## src/rtl/ant_switch_allocator.sv

```systemverilog
// -----------------------------------------------------------------------------
// ant_switch_allocator
//
// Purpose
//   Switch-allocation stage that sits directly after ant_agent in the router.
//   Each input presents at most one one-hot output request per cycle. Every
//   output port runs its own round-robin arbiter over the eligible inputs and
//   checks downstream credit. The stage then drives registered grants,
//   input-buffer pops and crossbar selects one cycle after the request is
//   sampled. Packets are single-flit, so each input receives at most one grant
//   and each output drives at most one input per cycle.
//
// Configuration macro
//   ANT_PRIORITY_EN  When defined, and at least one eligible requester for an
//                    output carries an ant packet, only the ant requesters
//                    compete for that output. When undefined, i_ant is ignored
//                    and arbitration is pure round-robin.
//
// Parameters
//   N_PORTS  number of input ports (default 5)
//   M_PORTS  number of output ports (default 5); port M_PORTS-1 is local/eject
//   CREDITS  downstream buffer depth for each non-local output (default 4)
//   SEL_W    crossbar select width, derived from N_PORTS
//
// Ports
//   i_clk            clock
//   i_reset_n        asynchronous active-low reset
//   i_output_req     one-hot output request per input
//   i_req_val        request valid per input
//   i_ant            the head packet of the input is an ant packet
//   i_credit_return  one-cycle pulse per output: downstream freed one slot
//   o_grant          registered one-hot grant per input
//   o_input_pop      dequeue the head flit of the input (= |o_grant[i])
//   o_xbar_sel       index of the input that drives each output
//   o_xbar_val       the output is driven this cycle
//   o_credit_err     sticky: a credit was returned while the counter was full
//   o_req_err        sticky: a valid request was not one-hot
//
// Handshake
//   i_output_req[i] means something only when i_req_val[i] is 1. o_xbar_sel[o]
//   means something only when o_xbar_val[o] is 1, and reads 0 otherwise.
//   There is no ready signal back to the inputs. o_input_pop is the consume
//   indication. The head flit changes only in the cycle after the pop, so an
//   input that was granted last cycle is not eligible this cycle.
// -----------------------------------------------------------------------------
module ant_switch_allocator #(
    parameter int  N_PORTS = 5,
    parameter int  M_PORTS = 5,
    parameter int  CREDITS = 4,
    localparam int SEL_W   = $clog2(N_PORTS),
    localparam int CNT_W   = $clog2(CREDITS + 1)
) (
    input  logic                            i_clk,
    input  logic                            i_reset_n,
    input  logic [0:N_PORTS-1][M_PORTS-1:0] i_output_req,
    input  logic [0:N_PORTS-1]              i_req_val,
    input  logic [0:N_PORTS-1]              i_ant,
    input  logic [0:M_PORTS-1]              i_credit_return,
    output logic [0:N_PORTS-1][M_PORTS-1:0] o_grant,
    output logic [0:N_PORTS-1]              o_input_pop,
    output logic [0:M_PORTS-1][SEL_W-1:0]   o_xbar_sel,
    output logic [0:M_PORTS-1]              o_xbar_val,
    output logic                            o_credit_err,
    output logic                            o_req_err
);

    // ------------------------------------------------------------------
    // Registered state
    // ------------------------------------------------------------------
    logic [0:N_PORTS-1][M_PORTS-1:0] r_grant;
    logic [0:M_PORTS-1][SEL_W-1:0]   r_xbar_sel;
    logic [0:M_PORTS-1]              r_xbar_val;
    logic [SEL_W-1:0]                r_ptr [M_PORTS];
    logic                            r_credit_err;
    logic                            r_req_err;

    // ------------------------------------------------------------------
    // Combinational signals
    // ------------------------------------------------------------------
    logic [N_PORTS-1:0]              w_onehot;
    logic [N_PORTS-1:0]              w_bad_req;
    logic [N_PORTS-1:0]              w_busy;
    logic [N_PORTS-1:0]              w_ant_vec;
    logic                            w_credit_ok [M_PORTS];
    logic                            w_credit_ovf [M_PORTS];
    logic [N_PORTS-1:0]              w_elig [M_PORTS];
    logic [N_PORTS-1:0]              w_cand [M_PORTS];
    logic                            w_win_val [M_PORTS];
    logic [SEL_W-1:0]                w_win_idx [M_PORTS];
    logic [0:N_PORTS-1][M_PORTS-1:0] w_grant_nxt;
    logic                            w_any_bad;
    logic                            w_any_ovf;

    // ------------------------------------------------------------------
    // Per-input request qualification
    // ------------------------------------------------------------------
    always_comb begin
        w_onehot  = '0;
        w_bad_req = '0;
        w_busy    = '0;
        w_ant_vec = '0;
        for (int i = 0; i < N_PORTS; i++) begin
            // A vector is one-hot when it is non-zero and has no second bit set.
            w_onehot[i]  = (i_output_req[i] != '0) &&
                           ((i_output_req[i] & (i_output_req[i] - M_PORTS'(1))) == '0);
            w_bad_req[i] = i_req_val[i] & ~w_onehot[i];
            // A grant last cycle means the buffer is popping now and the
            // request still shows the old head flit.
            w_busy[i]    = |r_grant[i];
            w_ant_vec[i] = i_ant[i];
        end
    end

    // ------------------------------------------------------------------
    // Eligibility matrix and optional ant filter
    // ------------------------------------------------------------------
    always_comb begin
        for (int o = 0; o < M_PORTS; o++) begin
            w_elig[o] = '0;
            for (int i = 0; i < N_PORTS; i++) begin
                w_elig[o][i] = i_req_val[i] & i_output_req[i][o] & w_onehot[i] &
                               ~w_busy[i] & w_credit_ok[o];
            end
`ifdef ANT_PRIORITY_EN
            // Ant packets take precedence. Normal requesters drop out of this
            // round if any eligible ant packet targets the same output.
            if ((w_elig[o] & w_ant_vec) != '0) begin
                w_cand[o] = w_elig[o] & w_ant_vec;
            end else begin
                w_cand[o] = w_elig[o];
            end
`else
            w_cand[o] = w_elig[o];
`endif
        end
    end

    // ------------------------------------------------------------------
    // Round-robin search per output: first candidate at or after r_ptr,
    // wrapping modulo N_PORTS.
    // ------------------------------------------------------------------
    always_comb begin
        int   idx;
        logic found;
        idx   = 0;
        found = 1'b0;
        for (int o = 0; o < M_PORTS; o++) begin
            w_win_val[o] = 1'b0;
            w_win_idx[o] = '0;
            found        = 1'b0;
            for (int k = 0; k < N_PORTS; k++) begin
                idx = int'(r_ptr[o]) + k;
                if (idx >= N_PORTS) begin
                    idx = idx - N_PORTS;
                end
                if (!found && w_cand[o][idx]) begin
                    found        = 1'b1;
                    w_win_val[o] = 1'b1;
                    w_win_idx[o] = SEL_W'(idx);
                end
            end
        end
    end

    // Each input requests a single output, so the per-output winners never
    // collide on an input. The grant matrix is a direct decode of them.
    always_comb begin
        w_grant_nxt = '0;
        for (int i = 0; i < N_PORTS; i++) begin
            for (int o = 0; o < M_PORTS; o++) begin
                w_grant_nxt[i][o] = w_win_val[o] && (w_win_idx[o] == SEL_W'(i));
            end
        end
    end

    // ------------------------------------------------------------------
    // Credit counters. Only non-local outputs have one. The eject port
    // always has room.
    // ------------------------------------------------------------------
    genvar go;
    generate
        for (go = 0; go < M_PORTS; go++) begin : g_out
            if (go < M_PORTS - 1) begin : g_cnt
                logic [CNT_W-1:0] r_credit;

                assign w_credit_ok[go]  = (r_credit != '0);
                // A return that arrives while the counter is full has
                // nowhere to go.
                assign w_credit_ovf[go] = i_credit_return[go] &&
                                          (r_credit == CNT_W'(CREDITS));

                always_ff @(posedge i_clk or negedge i_reset_n) begin
                    if (!i_reset_n) begin
                        r_credit <= CNT_W'(CREDITS);
                    end else begin
                        case ({w_win_val[go], i_credit_return[go]})
                            2'b10: r_credit <= r_credit - CNT_W'(1);
                            2'b01: begin
                                if (r_credit != CNT_W'(CREDITS)) begin
                                    r_credit <= r_credit + CNT_W'(1);
                                end
                            end
                            default: r_credit <= r_credit;
                        endcase
                    end
                end
            end else begin : g_local
                assign w_credit_ok[go]  = 1'b1;
                assign w_credit_ovf[go] = 1'b0;
            end
        end
    endgenerate

    // The local port has no credit counter. With ANT_PRIORITY_EN undefined,
    // i_ant is not used either.
    logic w_unused;
    assign w_unused = i_credit_return[M_PORTS-1] ^ (^w_ant_vec);

    // ------------------------------------------------------------------
    // Error reduction
    // ------------------------------------------------------------------
    always_comb begin
        w_any_bad = |w_bad_req;
        w_any_ovf = 1'b0;
        for (int o = 0; o < M_PORTS; o++) begin
            w_any_ovf = w_any_ovf | w_credit_ovf[o];
        end
    end

    // ------------------------------------------------------------------
    // Output registers, round-robin pointers, sticky errors
    // ------------------------------------------------------------------
    always_ff @(posedge i_clk or negedge i_reset_n) begin
        if (!i_reset_n) begin
            r_grant      <= '0;
            r_xbar_sel   <= '0;
            r_xbar_val   <= '0;
            r_credit_err <= 1'b0;
            r_req_err    <= 1'b0;
            for (int o = 0; o < M_PORTS; o++) begin
                r_ptr[o] <= '0;
            end
        end else begin
            r_grant      <= w_grant_nxt;
            r_credit_err <= r_credit_err | w_any_ovf;
            r_req_err    <= r_req_err | w_any_bad;
            for (int o = 0; o < M_PORTS; o++) begin
                r_xbar_val[o] <= w_win_val[o];
                // w_win_idx is already 0 when there is no winner.
                r_xbar_sel[o] <= w_win_idx[o];
                if (w_win_val[o]) begin
                    if (w_win_idx[o] == SEL_W'(N_PORTS - 1)) begin
                        r_ptr[o] <= '0;
                    end else begin
                        r_ptr[o] <= w_win_idx[o] + SEL_W'(1);
                    end
                end
            end
        end
    end

    always_comb begin
        o_input_pop = '0;
        for (int i = 0; i < N_PORTS; i++) begin
            o_input_pop[i] = |r_grant[i];
        end
    end

    assign o_grant      = r_grant;
    assign o_xbar_sel   = r_xbar_sel;
    assign o_xbar_val   = r_xbar_val;
    assign o_credit_err = r_credit_err;
    assign o_req_err    = r_req_err;

endmodule

```

## config.mk

```make
export PLATFORM = sky130hd
export DESIGN_NAME = ant_switch_allocator
export DESIGN_NICKNAME = d
export VERILOG_FILES = /design/src/rtl/ant_switch_allocator.sv
export SDC_FILE = /design/constraint.sdc
export NUM_CORES = 1
export LEC_CHECK = 0
export CORE_ASPECT_RATIO = 0.8
export CORE_MARGIN = 2
export CORE_UTILIZATION = 30
export DETAILED_ROUTE_END_ITERATION = 8
export SYNTH_ARGS = -nofsm -noshare
export SYNTH_HDL_FRONTEND = slang
export SYNTH_SLANG_ARGS = --single-unit
```

## constraint.sdc

```tcl
create_clock -name i_clk -period 13.6 [get_ports i_clk]
set_clock_uncertainty 0.05 [all_clocks]
set_input_delay 2.04 -clock i_clk [delete_from_list [all_inputs] [get_ports i_clk]]
set_output_delay 2.04 -clock i_clk [all_outputs]
set_load 0.01 [all_outputs]
```

# Word-level counts from Yosys, hierarchy flattened
# Index checks and enable logic that the tools add are counted.
[totals]
regBits = 74
wordCells = 565
out_inout_bits = 52
inputBits = 42
[op_classes]
n_eq_ne = 40
reduce_logical = 107
addsub = 63
mux = 163
bitwise = 120
n_lt_le_gt_ge = 50
[ops]
columns = ["op", "n"]
rows = [
  ["32-bit by 5-bit less-than comparator with 1-bit output, second input constant", 25],
  ["32-bit two-way mux", 25],
  ["3-bit two-way mux", 34],
  ["1-bit AND", 100],
  ["4-bit by 3-bit subtractor with 5-bit output, second input constant", 20],
  ["4-bit by 3-bit greater-or-equal comparator with 1-bit output, second input constant", 20],
  ["1-bit binary-select mux with 3-bit select", 25],
  ["1-bit two-way mux", 75],
  ["1-bit logical AND", 54],
  ["3-bit by 2-bit adder with 4-bit output, second input constant", 10],
  ["3-bit by 2-bit == test with 1-bit output, second input constant", 10],
  ["5-bit OR reduction", 6],
  ["3-bit by 1-bit adder with 3-bit output, second input constant", 9],
  ["3-bit == test, second input constant", 9],
  ["5-bit AND", 5],
  ["5-bit zero test", 5],
  ["5-bit nonzero test", 5],
  ["5-bit by 1-bit subtractor with 5-bit output, second input constant", 5],
  ["3-bit case mux with 2 select lines", 4],
  ["3-bit by 1-bit adder with 4-bit output, second input constant", 5],
  ["3-bit by 3-bit adder with 4-bit output, second input constant", 5],
  ["1-bit zero test", 20],
  ["3-bit by 3-bit subtractor with 4-bit output, second input constant", 5],
  ["3-bit by 1-bit == test with 1-bit output, second input constant", 5],
  ["other kinds (12)", 57],
]

# Depth between registers and ports, before layout
[logic_depth]
ltp_word = 26
mapped_depth = 21
depth_no_buf = 19

# Worst setup path after synthesis
# OpenSTA, ideal clock, no wires.
[synth_timing]
path_kind = "input -> register"
start = "in i_output_req[7] (netlist name)"
end = "reg g_out[1].g_cnt.r_credit[2]"
n_path_buf = 1
required_time_ps = 13466
arrival_ps = 5072
cell_stages = 13
slack_ps = 8394
cell_sequence = "xor2_1 a22oi_1 a21oi_1 mux2i_1 a221oi_4 nor4_4 nand2_2 nor3_2 buf_4 nand2_1 fa_1 or3_1 a311o_1"
[synth_between]
elab_chain_len = 26
word_cells_on_any_way = 42
[synth_lines]
columns = ["item", "line", "rtl"]
rows = [
  ["start, declared", "55", "input logic [0:N_PORTS-1][M_PORTS-1:0] i_output_req,"],
  ["5-bit by 1-bit subtractor with 5-bit output", "105", "((i_output_req[i] & (i_output_req[i] - M_PORTS'(1))) == '0);"],
  ["5-bit AND", "105", ""],
  ["5-bit zero test", "105", ""],
  ["1-bit logical AND *", "104", "w_onehot[i] = (i_output_req[i] != '0) &&"],
  ["1-bit AND * (2 in a row)", "121", "w_elig[o][i] = i_req_val[i] & i_output_req[i][o] & w_onehot[i] &"],
  ["1-bit AND *", "122", "~w_busy[i] & w_credit_ok[o];"],
  ["1-bit binary-select mux with 3-bit select", "156", "if (!found && w_cand[o][idx]) begin"],
  ["1-bit two-way mux (implied by the code) (2 in a row)", "156", ""],
  ["[8 not listed]", "--", ""],
  ["1-bit logical AND", "156", ""],
  ["1-bit two-way mux", "156", ""],
  ["1-bit zero test", "156", ""],
  ["1-bit logical AND", "156", ""],
  ["1-bit two-way mux *", "156", ""],
  ["2-bit by 1-bit == test with 1-bit output or 2-bit == test (tied branches)", "196", "case ({w_win_val[go], i_credit_return[go]})"],
  ["2-bit inequality test (no source line) or 2-bit nonzero test (tied branches)", "--", ""],
  ["2-bit AND reduction (no source line)", "--", ""],
  ["end signal, assigned", "194", "r_credit <= CNT_W'(CREDITS);"],
  ["end signal, assigned", "197", "2'b10: r_credit <= r_credit - CNT_W'(1);"],
  ["end signal, assigned", "200", "r_credit <= r_credit + CNT_W'(1);"],
  ["end, declared", "184", "logic [CNT_W-1:0] r_credit;"],
]
# Mark *: on every way between the ends. The rest lies on a longest branch, timed or not. The select of a mux whose other input is x is not followed.
# A chain may end at the register's enable or synchronous reset.

# Worst setup path after layout
[layout_timing]
start = "in i_req_val[2] (netlist name)"
end = "reg g_out[2].g_cnt.r_credit[1]"
[layout_between]
elab_chain_len = 23
word_cells_on_any_way = 38
[layout_lines]
columns = ["item", "line", "rtl"]
rows = [
  ["start, declared", "56", "input logic [0:N_PORTS-1] i_req_val,"],
  ["1-bit AND * (3 in a row)", "121", ""],
  ["1-bit AND *", "122", ""],
  ["1-bit binary-select mux with 3-bit select", "156", ""],
  ["1-bit two-way mux (implied by the code) (2 in a row)", "156", ""],
  ["1-bit two-way mux", "156", ""],
  ["1-bit zero test", "156", ""],
  ["1-bit logical AND", "156", ""],
  ["1-bit two-way mux", "156", ""],
  ["[4 not listed]", "--", ""],
  ["1-bit logical AND", "156", ""],
  ["1-bit two-way mux", "156", ""],
  ["1-bit zero test", "156", ""],
  ["1-bit logical AND", "156", ""],
  ["1-bit two-way mux *", "156", ""],
  ["2-bit by 1-bit == test with 1-bit output or 2-bit == test (tied branches)", "196", ""],
  ["2-bit inequality test (no source line) or 2-bit nonzero test (tied branches)", "--", ""],
  ["2-bit AND reduction (no source line)", "--", ""],
  ["end signal, assigned", "194", ""],
  ["end signal, assigned", "197", ""],
  ["end signal, assigned", "200", ""],
  ["end, declared", "184", ""],
]
# Marked as above.

==> impl_metrics.tcl <==
set metrics [dict create \
    start_kind "primary input" \
    r2r_cells 15 \
    cpPeakStageDelay_ps 910 \
    start_util 0.306 \
    clk_pin_slew_ps 60 \
    synth_cell_types 96 \
    maxSlewHeadroom 0.249 \
    synth_nets 1300 \
    ys_seq_area_frac 0.199 \
    crit_cells 15 \
    cts_tree "yes" \
    irDropWorstVdd_uv 110 \
    rr_endpoint "g_out[2].g_cnt.r_credit[1]$_DFFE_PN0P_" \
    routed_wl_um 29000 \
    cts.sinks 74 \
    grtUsageTotal 0.176 \
    dr_wl_met3_um 1600 \
    cp_slowest_cell "a211oi_1" \
    synth_top_area_share 0.188 \
    rrSetupSlack_ps 8010 \
    crit_type "in2reg" \
    cp-startpoint "i_req_val[2]" \
    htree_levels 3 \
    critical_path.top_delay_family "simple AND/OR/NAND/NOR gates" \
    synth_top_family_by_area "compound AO/OA/AOI/OAI gates" \
    area_delta_synth_final_pct 16.2 \
    cp_num_buf_inv 1 \
    core_region_area_um2 30500 \
    synth.most_common_cell "nand2_1" \
    ant_nets 0 \
    synth_cells 1170 \
    p_leak_uw 0.00445 \
    wl_per_cell_um 17.6 \
    cts_hold_buf 0 \
    clk_path_buf_depth 2 \
    synth-edff-count 0 \
    synth-simple-area-share 0.263 \
    antenna_found_initial 0 \
    cts_resized 0 \
    worstMarginPinSlew_ps 1120 \
    power_density_nw_per_um2 287 \
    numCtsBuffers 9 \
    vias 9092 \
    grt_pass1_wl_um 45400 \
    min_path_type "reg2reg" \
    grt_max_degree 75 \
    setup_viol 0 \
    dr.first_iter.drc_count 742 \
    clock.fmax_ghz 0.157 \
    ys_ff_latch 74 \
    rsz0062_at_grt "false" \
    r2r-start "r_ptr[6]$_DFFE_PN0N_" \
    finalSetupTns_ps 0 \
    drc_errors 0 \
    vias_per_cell 5.52 \
    power_uw 3100 \
    yosys_warnings 0 \
    clockRootBuffer "clkbuf_16" \
    drv_slew 0 \
    wl_met2_um 12600 \
    dr.pass1.iters 5 \
    synthTopCellsByCount "nand2_1 (87), ha_1 (84), nor2_1 (83)" \
    crit_path_frequent_cell "nor2_1" \
    die_x_um 201 \
    path_max_fanout 13 \
    crit_chain "clkdlybuf4s50_1 > nor4b_2 > nand2_1 > a211oi_1 > o2bb2ai_1 > nor3_1 > nor4_4 > nand3b_1 > nor2_1 > fa_1 > a21oi_1 > mux2i_1 > nor2_1 > a31oi_1 > o21ai_0" \
    synth_compound_area_frac 0.272 \
    gp_congestion 0.902 \
    synthMuxAreaShare 0.0675 \
    io_pins 94 \
    fin_nets 1359 \
    final_layout_size_suffix_gt1_frac 0.0746 \
    synthTopCellsByArea "dfrtp_1 (19%), ha_1 (11%), mux2i_1 (4.2%), nand2_1 (3.5%), a21oi_1 (3.4%)" \
    synth_ff_type "dfrtp_1" \
    clk_latency_ps 360 \
    die_h_um 162 \
    post-cts-setup-buffers 0 \
    rows 57 \
    synth_area_um2 9320 \
    arrival_ps 6540 \
    synth_xor_area_frac 0.0273 \
    hold_viol 0 \
    crit_path_end_kind "flip-flop" \
    avgSynthCellArea_um2 7.96 \
    top_layer "met4" \
    wl_met1_um 14000 \
    numPortBuffers 87 \
    period_share 0.467 \
    required_ps 13790 \
    async_reset_ff_frac 1.00 \
    outcome "finished clean" \
    dp_hpwl_um 22500 \
    grt_pass1_vias 8067 \
    drv_cap 0 \
    endpoint "g_out[2].g_cnt.r_credit[1]$_DFFE_PN0P_" \
    die_area_um2 32500 \
    grt-ovfl-total 0 \
    synthAdderAreaFrac 0.121 \
    period_minus_slack_ps 6350 \
    synth_area_leader_cell "dfrtp_1" \
]
-- logic make-up (layout without fill, tap and decap cells) --
| kind of cell | Yosys count | count (layout) |
|---|---|---|
| simple gates | 446 | 446 |
| flops | 74 | 74 |
| buf+inv | 116 | 180 |
| fa+ha+maj | 88 | 88 |
| other cells | 0 | 1 |
| xor+xnor | 29 | 29 |
| mux | 59 | 59 |
| compound gates | 358 | 358 |
-- power breakdown --
group | switching [uW] | internal [uW]
logic | 1440 | 971
registers | 132 | 320
clock network | 105 | 140
total | 1670 | 1430
-- routing by layer --
layer | up-vias | global-route usage
li1 | 4487 | -
met1 | 4309 | 0.253
met2 | 259 | 0.267
met3 | 37 | 0.0236
met4 | 0 | 0.0620
met5 | - | 0
-- metrics by stage --
| stage | cells | worst slack [ps] | utilization | instance area [um2] | hold WS, ps |
|---|---|---|---|---|---|
| final | 1648 | 7250 | 0.356 | 10800 | 477 |
| after floorplan | 1170 | 8390 | - | 9320 | 429 |
| after CTS | 1647 | 7170 | 0.356 | 10800 | 481 |
| after global routing | 1647 | 6850 | 0.356 | 10800 | 509 |
| after detailed placement | 1631 | 6820 | 0.346 | 10500 | 473 |
| after global placement | 1631 | 6820 | 0.346 | 10500 | 468 |
-- placed cells by master (no fill, tap or decap), types with 7 or more instances in the layout --
cell and n:
mux2_2 17, nand3_1 29, o21ai_0 62, nand4_1 20, nand2_1 87, o211ai_1 9
a221oi_1 7, a211oi_1 23, a2111oi_0 8, nor3_1 44, a211oi_2 8, a21oi_1 64
dfrtp_1 70, nor2_1 83, o21ai_1 7, and3_1 11, nor3b_1 14, o22ai_1 12
or2_2 12, a22oi_1 13, clkdlybuf4s50_1 86, xor2_1 15, nor2b_1 35, ha_1 84
and2_1 23, a31oi_1 21, nand2b_1 22, clkbuf_16 9, a211o_1 8, nand3b_1 10
inv_1 73, or3_1 14, o31ai_1 16, o21a_1 11, mux2i_1 39, xnor2_1 14
-- state kept, by name (all words and copies together), names as in the netlist --
name / count
g_out.g_cnt.r_credit: 12
o_credit_err: 1
o_grant: 25
o_req_err: 1
o_xbar_sel: 15
o_xbar_val: 5
r_ptr: 15
-- final cells by class --
cell class,instances,area [um2]
diodes,1,2.50
inverters,76,285
well taps,413,517
clock buffers,14,274
multi-input cells,980,7000
repair buffers,88,876
flip-flops and latches,74,1860
fillers,3178,19600
clock inverters,2,17.5
-- worst min path at each step --
| stage | start | to | slack (ps) | depth (start not counted) |
|---|---|---|---|---|
| after floorplan | g_out[2].g_cnt.r_credit[0]$_DFFE_PN0P_ | g_out[2].g_cnt.r_credit[0]$_DFFE_PN0P_ | 430 | 1 |
| after global placement | g_out[2].g_cnt.r_credit[0]$_DFFE_PN0P_ | g_out[2].g_cnt.r_credit[0]$_DFFE_PN0P_ | 470 | 1 |
| after detailed placement | g_out[2].g_cnt.r_credit[0]$_DFFE_PN0P_ | g_out[2].g_cnt.r_credit[0]$_DFFE_PN0P_ | 470 | 1 |
| after CTS | g_out[2].g_cnt.r_credit[0]$_DFFE_PN0P_ | g_out[2].g_cnt.r_credit[0]$_DFFE_PN0P_ | 480 | 1 |
| after global routing | g_out[2].g_cnt.r_credit[0]$_DFFE_PN0P_ | g_out[2].g_cnt.r_credit[0]$_DFFE_PN0P_ | 510 | 1 |
| final | g_out[2].g_cnt.r_credit[0]$_DFFE_PN0P_ | g_out[2].g_cnt.r_credit[0]$_DFFE_PN0P_ | 480 | 1 |
No activity file was read; power rests on OpenSTA's default activity.
